File: config.mk
export PLATFORM = sky130hd
export DESIGN_NAME = magia_l2_tile_arbiter_flat
export DESIGN_NICKNAME = d
export VERILOG_FILES = /design/src/rtl/magia_l2_tile_arbiter_if.sv /design/src/rtl/magia_l2_tile_arbiter.sv /design/src/flat_wrapper.sv
export SDC_FILE = /design/constraint.sdc
export NUM_CORES = 1
export LEC_CHECK = 0
export CORE_AREA = 2 2 168 170
export DETAILED_ROUTE_END_ITERATION = 8
export DIE_AREA = 0 0 170 172
export PLACE_DENSITY_LB_ADDON = 0.2
export SETUP_SLACK_MARGIN = 0.02
export SLEW_MARGIN = 30
export SYNTH_ARGS = -nofsm -noshare
export SYNTH_HDL_FRONTEND = slang
export SYNTH_SLANG_ARGS = --single-unit
File: constraint.sdc
create_clock -name clk_i -period 4.22 [get_ports clk_i]
set_input_delay 1.266 -clock clk_i [delete_from_list [all_inputs] [get_ports clk_i]]
set_output_delay 1.266 -clock clk_i [all_outputs]
set_load 0.05 [all_outputs]
File: src/rtl/magia_l2_tile_arbiter_if.sv
// magia_l2_tile_arbiter_if: tile-side and L2-side OBI signal bundle of the L2 tile arbiter
interface magia_l2_tile_arbiter_if #(
  parameter int N_TILES = 4,
  parameter int ADDR_W  = 32,
  parameter int DATA_W  = 32
);
  logic [N_TILES-1:0]          tile_req_i, tile_gnt_o, tile_we_i, tile_rvalid_o;
  logic [N_TILES*ADDR_W-1:0]   tile_addr_i;
  logic [N_TILES*DATA_W/8-1:0] tile_be_i;
  logic [N_TILES*DATA_W-1:0]   tile_wdata_i;
  logic [DATA_W-1:0]           tile_rdata_o;
  logic                        tile_err_o;
  logic                        l2_req_o, l2_gnt_i, l2_we_o, l2_rvalid_i, l2_err_i;
  logic [ADDR_W-1:0]           l2_addr_o;
  logic [DATA_W/8-1:0]         l2_be_o;
  logic [DATA_W-1:0]           l2_wdata_o, l2_rdata_i;
  modport slave (
    input  tile_req_i, tile_addr_i, tile_we_i, tile_be_i, tile_wdata_i,
           l2_gnt_i, l2_rvalid_i, l2_rdata_i, l2_err_i,
    output tile_gnt_o, tile_rvalid_o, tile_rdata_o, tile_err_o,
           l2_req_o, l2_addr_o, l2_we_o, l2_be_o, l2_wdata_o
  );
  modport master (
    output tile_req_i, tile_addr_i, tile_we_i, tile_be_i, tile_wdata_i,
           l2_gnt_i, l2_rvalid_i, l2_rdata_i, l2_err_i,
    input  tile_gnt_o, tile_rvalid_o, tile_rdata_o, tile_err_o,
           l2_req_o, l2_addr_o, l2_we_o, l2_be_o, l2_wdata_o
  );
endinterface

File: src/rtl/magia_l2_tile_arbiter.sv
// magia_l2_tile_arbiter: round-robin share of one OBI L2 port among N_TILES tiles, responses routed by a tile-ID FIFO
// Define MAGIA_L2_ARB_PERF_EN to add the saturating stall_cnt_o performance counter.
module magia_l2_tile_arbiter #(
  parameter int N_TILES         = 4,
  parameter int ADDR_W          = 32,
  parameter int DATA_W          = 32,
  parameter int MAX_OUTSTANDING = 4
) (
  input  logic                   clk_i,
  input  logic                   rst_ni,
  magia_l2_tile_arbiter_if.slave bus,
  output logic                   busy_o,
  output logic                   proto_err_o
`ifdef MAGIA_L2_ARB_PERF_EN
  ,
  output logic [31:0]            stall_cnt_o
`endif
);
  localparam int IW = $clog2(N_TILES);
  localparam int PW = $clog2(MAX_OUTSTANDING);
  logic [IW-1:0]      rr_ptr_q, rr_ptr_d, win, win_hi, win_lo;
  logic [N_TILES-1:0] req_hi;
  logic [IW-1:0]      fifo_q [MAX_OUTSTANDING];
  logic [IW-1:0]      fifo_d [MAX_OUTSTANDING];
  logic [PW-1:0]      wr_q, wr_d, rd_q, rd_d;
  logic [PW:0]        cnt_q, cnt_d;
  logic               err_q, err_d, full, empty, push, pop;

  // Requesters at or above rr_ptr win first; otherwise wrap to the lowest requester.
  always_comb begin
    req_hi = bus.tile_req_i & ~((N_TILES'(1) << rr_ptr_q) - N_TILES'(1));
    win_hi = '0;
    win_lo = '0;
    for (int i = N_TILES - 1; i >= 0; i--) begin
      win_hi = req_hi[i] ? IW'(i) : win_hi;
      win_lo = bus.tile_req_i[i] ? IW'(i) : win_lo;
    end
    win = |req_hi ? win_hi : win_lo;
  end

  always_comb begin
    bus.l2_addr_o  = '0;
    bus.l2_we_o    = 1'b0;
    bus.l2_be_o    = '0;
    bus.l2_wdata_o = '0;
    for (int i = 0; i < N_TILES; i++)
      if (bus.tile_req_i[i] && win == IW'(i)) begin
        bus.l2_addr_o  = bus.tile_addr_i[i*ADDR_W +: ADDR_W];
        bus.l2_we_o    = bus.tile_we_i[i];
        bus.l2_be_o    = bus.tile_be_i[i*(DATA_W/8) +: DATA_W/8];
        bus.l2_wdata_o = bus.tile_wdata_i[i*DATA_W +: DATA_W];
      end
  end

  // No bypass: a full FIFO blocks new requests even while a response pops.
  assign full              = cnt_q == (PW+1)'(MAX_OUTSTANDING);
  assign empty             = cnt_q == '0;
  assign bus.l2_req_o      = |bus.tile_req_i & ~full;
  assign push              = bus.l2_req_o & bus.l2_gnt_i;
  assign pop               = bus.l2_rvalid_i & ~empty;
  assign bus.tile_gnt_o    = push ? N_TILES'(1) << win : '0;
  assign bus.tile_rvalid_o = pop ? N_TILES'(1) << fifo_q[rd_q] : '0;
  assign bus.tile_rdata_o  = bus.l2_rdata_i;
  assign bus.tile_err_o    = bus.l2_err_i;
  assign busy_o            = ~empty;
  assign proto_err_o       = err_q;

  always_comb begin
    fifo_d       = fifo_q;
    fifo_d[wr_q] = push ? win : fifo_q[wr_q];
    wr_d         = wr_q + PW'(push);
    rd_d         = rd_q + PW'(pop);
    cnt_d        = cnt_q + (PW+1)'(push) - (PW+1)'(pop);
    rr_ptr_d     = push ? (win == IW'(N_TILES - 1) ? '0 : win + IW'(1)) : rr_ptr_q;
    err_d        = err_q | (bus.l2_rvalid_i & empty);
  end

  always_ff @(posedge clk_i or negedge rst_ni) begin
    if (!rst_ni) begin
      rr_ptr_q <= '0;
      wr_q     <= '0;
      rd_q     <= '0;
      cnt_q    <= '0;
      err_q    <= 1'b0;
      fifo_q   <= '{default: '0};
    end else begin
      rr_ptr_q <= rr_ptr_d;
      wr_q     <= wr_d;
      rd_q     <= rd_d;
      cnt_q    <= cnt_d;
      err_q    <= err_d;
      fifo_q   <= fifo_d;
    end
  end

`ifdef MAGIA_L2_ARB_PERF_EN
  logic [31:0] stall_cnt_q, stall_cnt_d;
  always_comb stall_cnt_d = (|bus.tile_req_i && !push && stall_cnt_q != '1) ? stall_cnt_q + 32'd1 : stall_cnt_q;
  always_ff @(posedge clk_i or negedge rst_ni) begin
    if (!rst_ni) stall_cnt_q <= '0;
    else stall_cnt_q <= stall_cnt_d;
  end
  assign stall_cnt_o = stall_cnt_q;
`endif
endmodule

File: src/flat_wrapper.sv
// flat-port wrapper written by rule: the top's interface ports become plain ports
module magia_l2_tile_arbiter_flat 
#(
  parameter int N_TILES         = 4,
  parameter int ADDR_W          = 32,
  parameter int DATA_W          = 32,
  parameter int MAX_OUTSTANDING = 4
)
  (clk_i, rst_ni, busy_o, proto_err_o, bus_tile_req_i, bus_tile_addr_i, bus_tile_we_i, bus_tile_be_i, bus_tile_wdata_i, bus_l2_gnt_i, bus_l2_rvalid_i, bus_l2_rdata_i, bus_l2_err_i, bus_tile_gnt_o, bus_tile_rvalid_o, bus_tile_rdata_o, bus_tile_err_o, bus_l2_req_o, bus_l2_addr_o, bus_l2_we_o, bus_l2_be_o, bus_l2_wdata_o);
  magia_l2_tile_arbiter_if #(.N_TILES(N_TILES), .ADDR_W(ADDR_W), .DATA_W(DATA_W)) bus_i ();
  input  logic clk_i;
  input  logic rst_ni;
  output logic busy_o;
  output logic proto_err_o;
  input wire logic [$bits(bus_i.tile_req_i)-1:0] bus_tile_req_i;
  input wire logic [$bits(bus_i.tile_addr_i)-1:0] bus_tile_addr_i;
  input wire logic [$bits(bus_i.tile_we_i)-1:0] bus_tile_we_i;
  input wire logic [$bits(bus_i.tile_be_i)-1:0] bus_tile_be_i;
  input wire logic [$bits(bus_i.tile_wdata_i)-1:0] bus_tile_wdata_i;
  input wire logic [$bits(bus_i.l2_gnt_i)-1:0] bus_l2_gnt_i;
  input wire logic [$bits(bus_i.l2_rvalid_i)-1:0] bus_l2_rvalid_i;
  input wire logic [$bits(bus_i.l2_rdata_i)-1:0] bus_l2_rdata_i;
  input wire logic [$bits(bus_i.l2_err_i)-1:0] bus_l2_err_i;
  output wire logic [$bits(bus_i.tile_gnt_o)-1:0] bus_tile_gnt_o;
  output wire logic [$bits(bus_i.tile_rvalid_o)-1:0] bus_tile_rvalid_o;
  output wire logic [$bits(bus_i.tile_rdata_o)-1:0] bus_tile_rdata_o;
  output wire logic [$bits(bus_i.tile_err_o)-1:0] bus_tile_err_o;
  output wire logic [$bits(bus_i.l2_req_o)-1:0] bus_l2_req_o;
  output wire logic [$bits(bus_i.l2_addr_o)-1:0] bus_l2_addr_o;
  output wire logic [$bits(bus_i.l2_we_o)-1:0] bus_l2_we_o;
  output wire logic [$bits(bus_i.l2_be_o)-1:0] bus_l2_be_o;
  output wire logic [$bits(bus_i.l2_wdata_o)-1:0] bus_l2_wdata_o;
  assign bus_i.tile_req_i = bus_tile_req_i;
  assign bus_i.tile_addr_i = bus_tile_addr_i;
  assign bus_i.tile_we_i = bus_tile_we_i;
  assign bus_i.tile_be_i = bus_tile_be_i;
  assign bus_i.tile_wdata_i = bus_tile_wdata_i;
  assign bus_i.l2_gnt_i = bus_l2_gnt_i;
  assign bus_i.l2_rvalid_i = bus_l2_rvalid_i;
  assign bus_i.l2_rdata_i = bus_l2_rdata_i;
  assign bus_i.l2_err_i = bus_l2_err_i;
  assign bus_tile_gnt_o = bus_i.tile_gnt_o;
  assign bus_tile_rvalid_o = bus_i.tile_rvalid_o;
  assign bus_tile_rdata_o = bus_i.tile_rdata_o;
  assign bus_tile_err_o = bus_i.tile_err_o;
  assign bus_l2_req_o = bus_i.l2_req_o;
  assign bus_l2_addr_o = bus_i.l2_addr_o;
  assign bus_l2_we_o = bus_i.l2_we_o;
  assign bus_l2_be_o = bus_i.l2_be_o;
  assign bus_l2_wdata_o = bus_i.l2_wdata_o;
  magia_l2_tile_arbiter #(.N_TILES(N_TILES), .ADDR_W(ADDR_W), .DATA_W(DATA_W), .MAX_OUTSTANDING(MAX_OUTSTANDING)) u_core (.clk_i(clk_i), .rst_ni(rst_ni), .bus(bus_i), .busy_o(busy_o), .proto_err_o(proto_err_o));
endmodule
==> results by group <==
Synthesis
  – Count of flip-flops with a built-in enable after synthesis: 0
  – Syn avg cell area: 7.04 um^2
  – Register area share after synthesis: 0.138
  – Most area-hungry cell type in the Yosys netlist: a221oi_1
  – Warnings from Yosys: 0
  – Syn nets: 788
  – Cell area after synthesis: 0.00325 mm^2
  – Post-synthesis cell count: 462
  – Post-synth ARST share: 1.00
  – Area share of the largest cell type after synthesis: 0.186
  – Yosys cell types: 43
  – Top cells by area, synth: a221oi_1, o31ai_1, dfrtp_1
  – Yosys reg bits: 18
  – Main synth FF type: dfrtp_1

Clock network
  – # hold bufs at CTS: 0
  – CTS buffer count: 3
  – CTS Root Cell: clkbuf_16
  – CTS H-tree depth: 1
  – Clock transition at path regs: 0.05 ns
  – Clock Latency Late Sink: 0.25 ns
  – Longest Clk Path Bufs: 2
  – CTS tree: built
  – Sink Count: 18

Floorplan
  – I/O pin total: 430
  – Die area: 0.0292 mm^2
  – Chip Height: 172 um
  – Die span in x: 170 um
  – Row count: 61
  – Starting Density: 0.118
  – CORE AREA: 0.0275 mm^2

GRT
  – First-pass GRT wire length: 33.5 mm
  – Largest net degree at the start of global routing: 33
  – Initial antenna violation count: 0
  – GRT Total Usage: 0.150
  – Vias in the first global route: 5637
  – Grt ovf: 0

Route
  – DR top layer: met4
  – Drt first pass iters: 4
  – Metal2 WL: 13.1 mm
  – Via count: 5337
  – Wirelength, routed: 24.7 mm
  – DR WL/cell: 20.4 um
  – Antenna Nets Post-Route: 0
  – Drc violations: 0
  – M1 WL: 9.59 mm
  – DR vias/cell: 4.40
  – DRT iter0 DRCs: 157
  – Met3 WL: 1.64 mm

Layout
  – Final net count: 1194
  – Fin cells: 1214
  – Share of cells above drive strength 1: 0.421
  – Util after Layout: 0.392
  – Area growth from synthesis to layout: 231%

Power
  – Comb pwr share: 0.913
  – Tot Pwr: 0.00639 W
  – Sequential power share: 0.058
  – VDD IR max: 0.452 mV
  – Pwr Density: 593 mW/mm^2
  – Int Pwr: 0.00330 W
  – Switching power: 0.00309 W
  – Clock share of power: 0.029
  – Pleak: 4.02 nW
  – Sw Ratio: 0.483

Worst setup path
  – Worst reg2reg path depth: 10
  – FF-to-FF End: u_core.cnt_q[2]
  – Critical Path AT: 3.36 ns
  – Reg2Reg Setup Slack: 1.82 ns
  – Peak fanout along the critical path: 8
  – Worst Setup Start Kind: input pin
  – CP required: 2.95 ns
  – Critical path endpoint category: output pin
  – R2r startpoint: u_core.cnt_q[1]
  – Crit Path Category: input pin to output pin

STA
  – Post-route setup slack: -0.411 ns
  – Max_slew headroom: 0.419
  – Final Hold Fails: 0
  – Max Slew Vio Count: 0
  – Crit share post-route: 1.10
  – RSZ-0062 raised after global routing: yes
  – Worst-Margin Slew: 0.869 ns
  – Min Tclk post-route: 4.63 ns
  – Clk_skew: 0.00116 ns
  – Setup-failing EPs final: 69
  – Final hold slack: 0.499 ns
  – Peak Freq: 0.216 GHz

Placed design
  – GP Congestion: 0.775
  – Buffers on Ports: 363
  – Number of instances in the placed design: 1184
  – DP HPWL: 17.8 mm

Hold path
  – Hold_sp: u_core.fifo_q[3]
  – Hold Path End: u_core.fifo_q[3]
  – HP Class: register to register
  – Hold depth: 2

Run status
  – Run status: complete, but fails checks
  – Violated checks: setup timing

Run
  – Maxcap violations: 0
==> placed cells by master, fill, tap and decap left out, types with 4 or more instances in the layout <==
cell	Yosys	layout
a21oi_1	5	4
a221oi_1	69	8
a221oi_2	0	33
a221oi_4	0	28
and2_2	4	4
buf_12	0	94
buf_16	0	7
buf_4	35	71
buf_6	4	16
buf_8	0	7
clkbuf_16	0	7
clkdlybuf4s50_1	0	281
dfrtp_1	18	18
ha_1	8	5
inv_1	11	9
mux4_2	4	4
nand2_1	80	76
nor2_1	75	75
o21ai_1	4	4
o31ai_2	0	12
o31ai_4	0	57
==> power by group through the flow <==
| stage | logic [W] | registers [W] | clock network, W |
|---|---|---|---|
| after CTS | 0.00565 | 0.000371 | 0.000192 |
| after global routing | 0.00611 | 0.000388 | 0.000199 |
| final | 0.00584 | 0.000370 | 0.000186 |
| after detailed placement | 0.00507 | 0.000371 | 0 |
| after global placement | 0.00506 | 0.000372 | 0 |
| after floorplan | 0.00268 | 0.000336 | 0 |
==> metal layers <==
| layer | vias to the layer above | GRT usage |
|---|---|---|
| met2 | 207 | 0.281 |
| met5 | - | 0 |
| met3 | 39 | 0.0348 |
| li1 | 2542 | - |
| met4 | 0 | 0.0320 |
| met1 | 2549 | 0.172 |
==> through the flow <==
step	area (um^2)	setup TNS (ns)	worst slack, ns
finish	10800	-21.00	-0.411
global route	10800	-26.05	-0.476
CTS	10300	-24.08	-0.436
detailed placement	9150	-53.76	-0.957
global placement	9150	-51.67	-0.919
floorplan	3920	-19.38	-0.399
==> worst max path at each step <==
stage / from / slack (ns) / end
after floorplan: bus_tile_req_i[3] / -0.40 / bus_l2_addr_o[14]
after global placement: bus_tile_req_i[3] / -0.92 / bus_l2_wdata_o[23]
after detailed placement: bus_tile_req_i[3] / -0.96 / bus_l2_wdata_o[23]
after CTS: bus_tile_req_i[3] / -0.44 / bus_l2_wdata_o[23]
after global routing: bus_tile_req_i[3] / -0.48 / bus_l2_wdata_o[23]
final: bus_tile_req_i[3] / -0.41 / bus_l2_wdata_o[23]
==> cell usage after synthesis (5+ instances only) <==
| cell | instances |
|---|---|
| clkbuf_1 | 29 |
| a21oi_1 | 5 |
| nand2_1 | 80 |
| dfrtp_1 | 18 |
| o31ai_1 | 69 |
| buf_4 | 35 |
| a221oi_1 | 69 |
| nor2_1 | 75 |
| ha_1 | 8 |
| inv_1 | 11 |
| buf_2 | 11 |
==> kinds of logic (layout without fill, tap and decap cells) <==
family	after synthesis	in the layout	share of synthesized area
simple gates	176	176	0.230
other cells	0	2	0
buf+inv	91	495	0.159
fa+ha+maj	9	9	0.0369
mux	6	6	0.0342
compound gates	158	158	0.391
xor+xnor	4	4	0.0108
flops	18	18	0.138
==> registers in the layout, indices dropped and copies added, names as in the netlist <==
register and cells:
u_core.fifo_q 8, u_core.proto_err_o 1, u_core.wr_q 2, u_core.rd_q 2, u_core.rr_ptr_q 2, u_core.cnt_q 3
==> area by class of cell <==
type | instances | area (um^2)
diodes | 2 | 5.00
well taps | 346 | 433
inverters | 11 | 46.3
clock buffers | 3 | 75.1
flip-flops and latches | 18 | 450
repair buffers | 481 | 5840
multi-input cells | 353 | 3930
fillers | 2708 | 16700
==> repair_timing <==
action	4_1_cts	5_1_grt
buffers inserted	13	11
gates resized for setup	137	54
gates cloned	6	6
setup endpoints to repair	72	69
pin swaps	29	28
==> worst max-delay path, cell delays in order <==
cell      delay, ns
buf_8          0.08
nand4b_1       0.10
o21a_1         0.14
and3_4         0.21
inv_4          0.05
ha_4           0.14
and2_4         0.15
buf_12         0.13
buf_8          0.11
buf_12         0.12
buf_12         0.14
a221oi_4       0.32
buf_4          0.17
o31ai_4        0.06
buf_12         0.15
No activity file was read; power rests on OpenSTA's default activity.
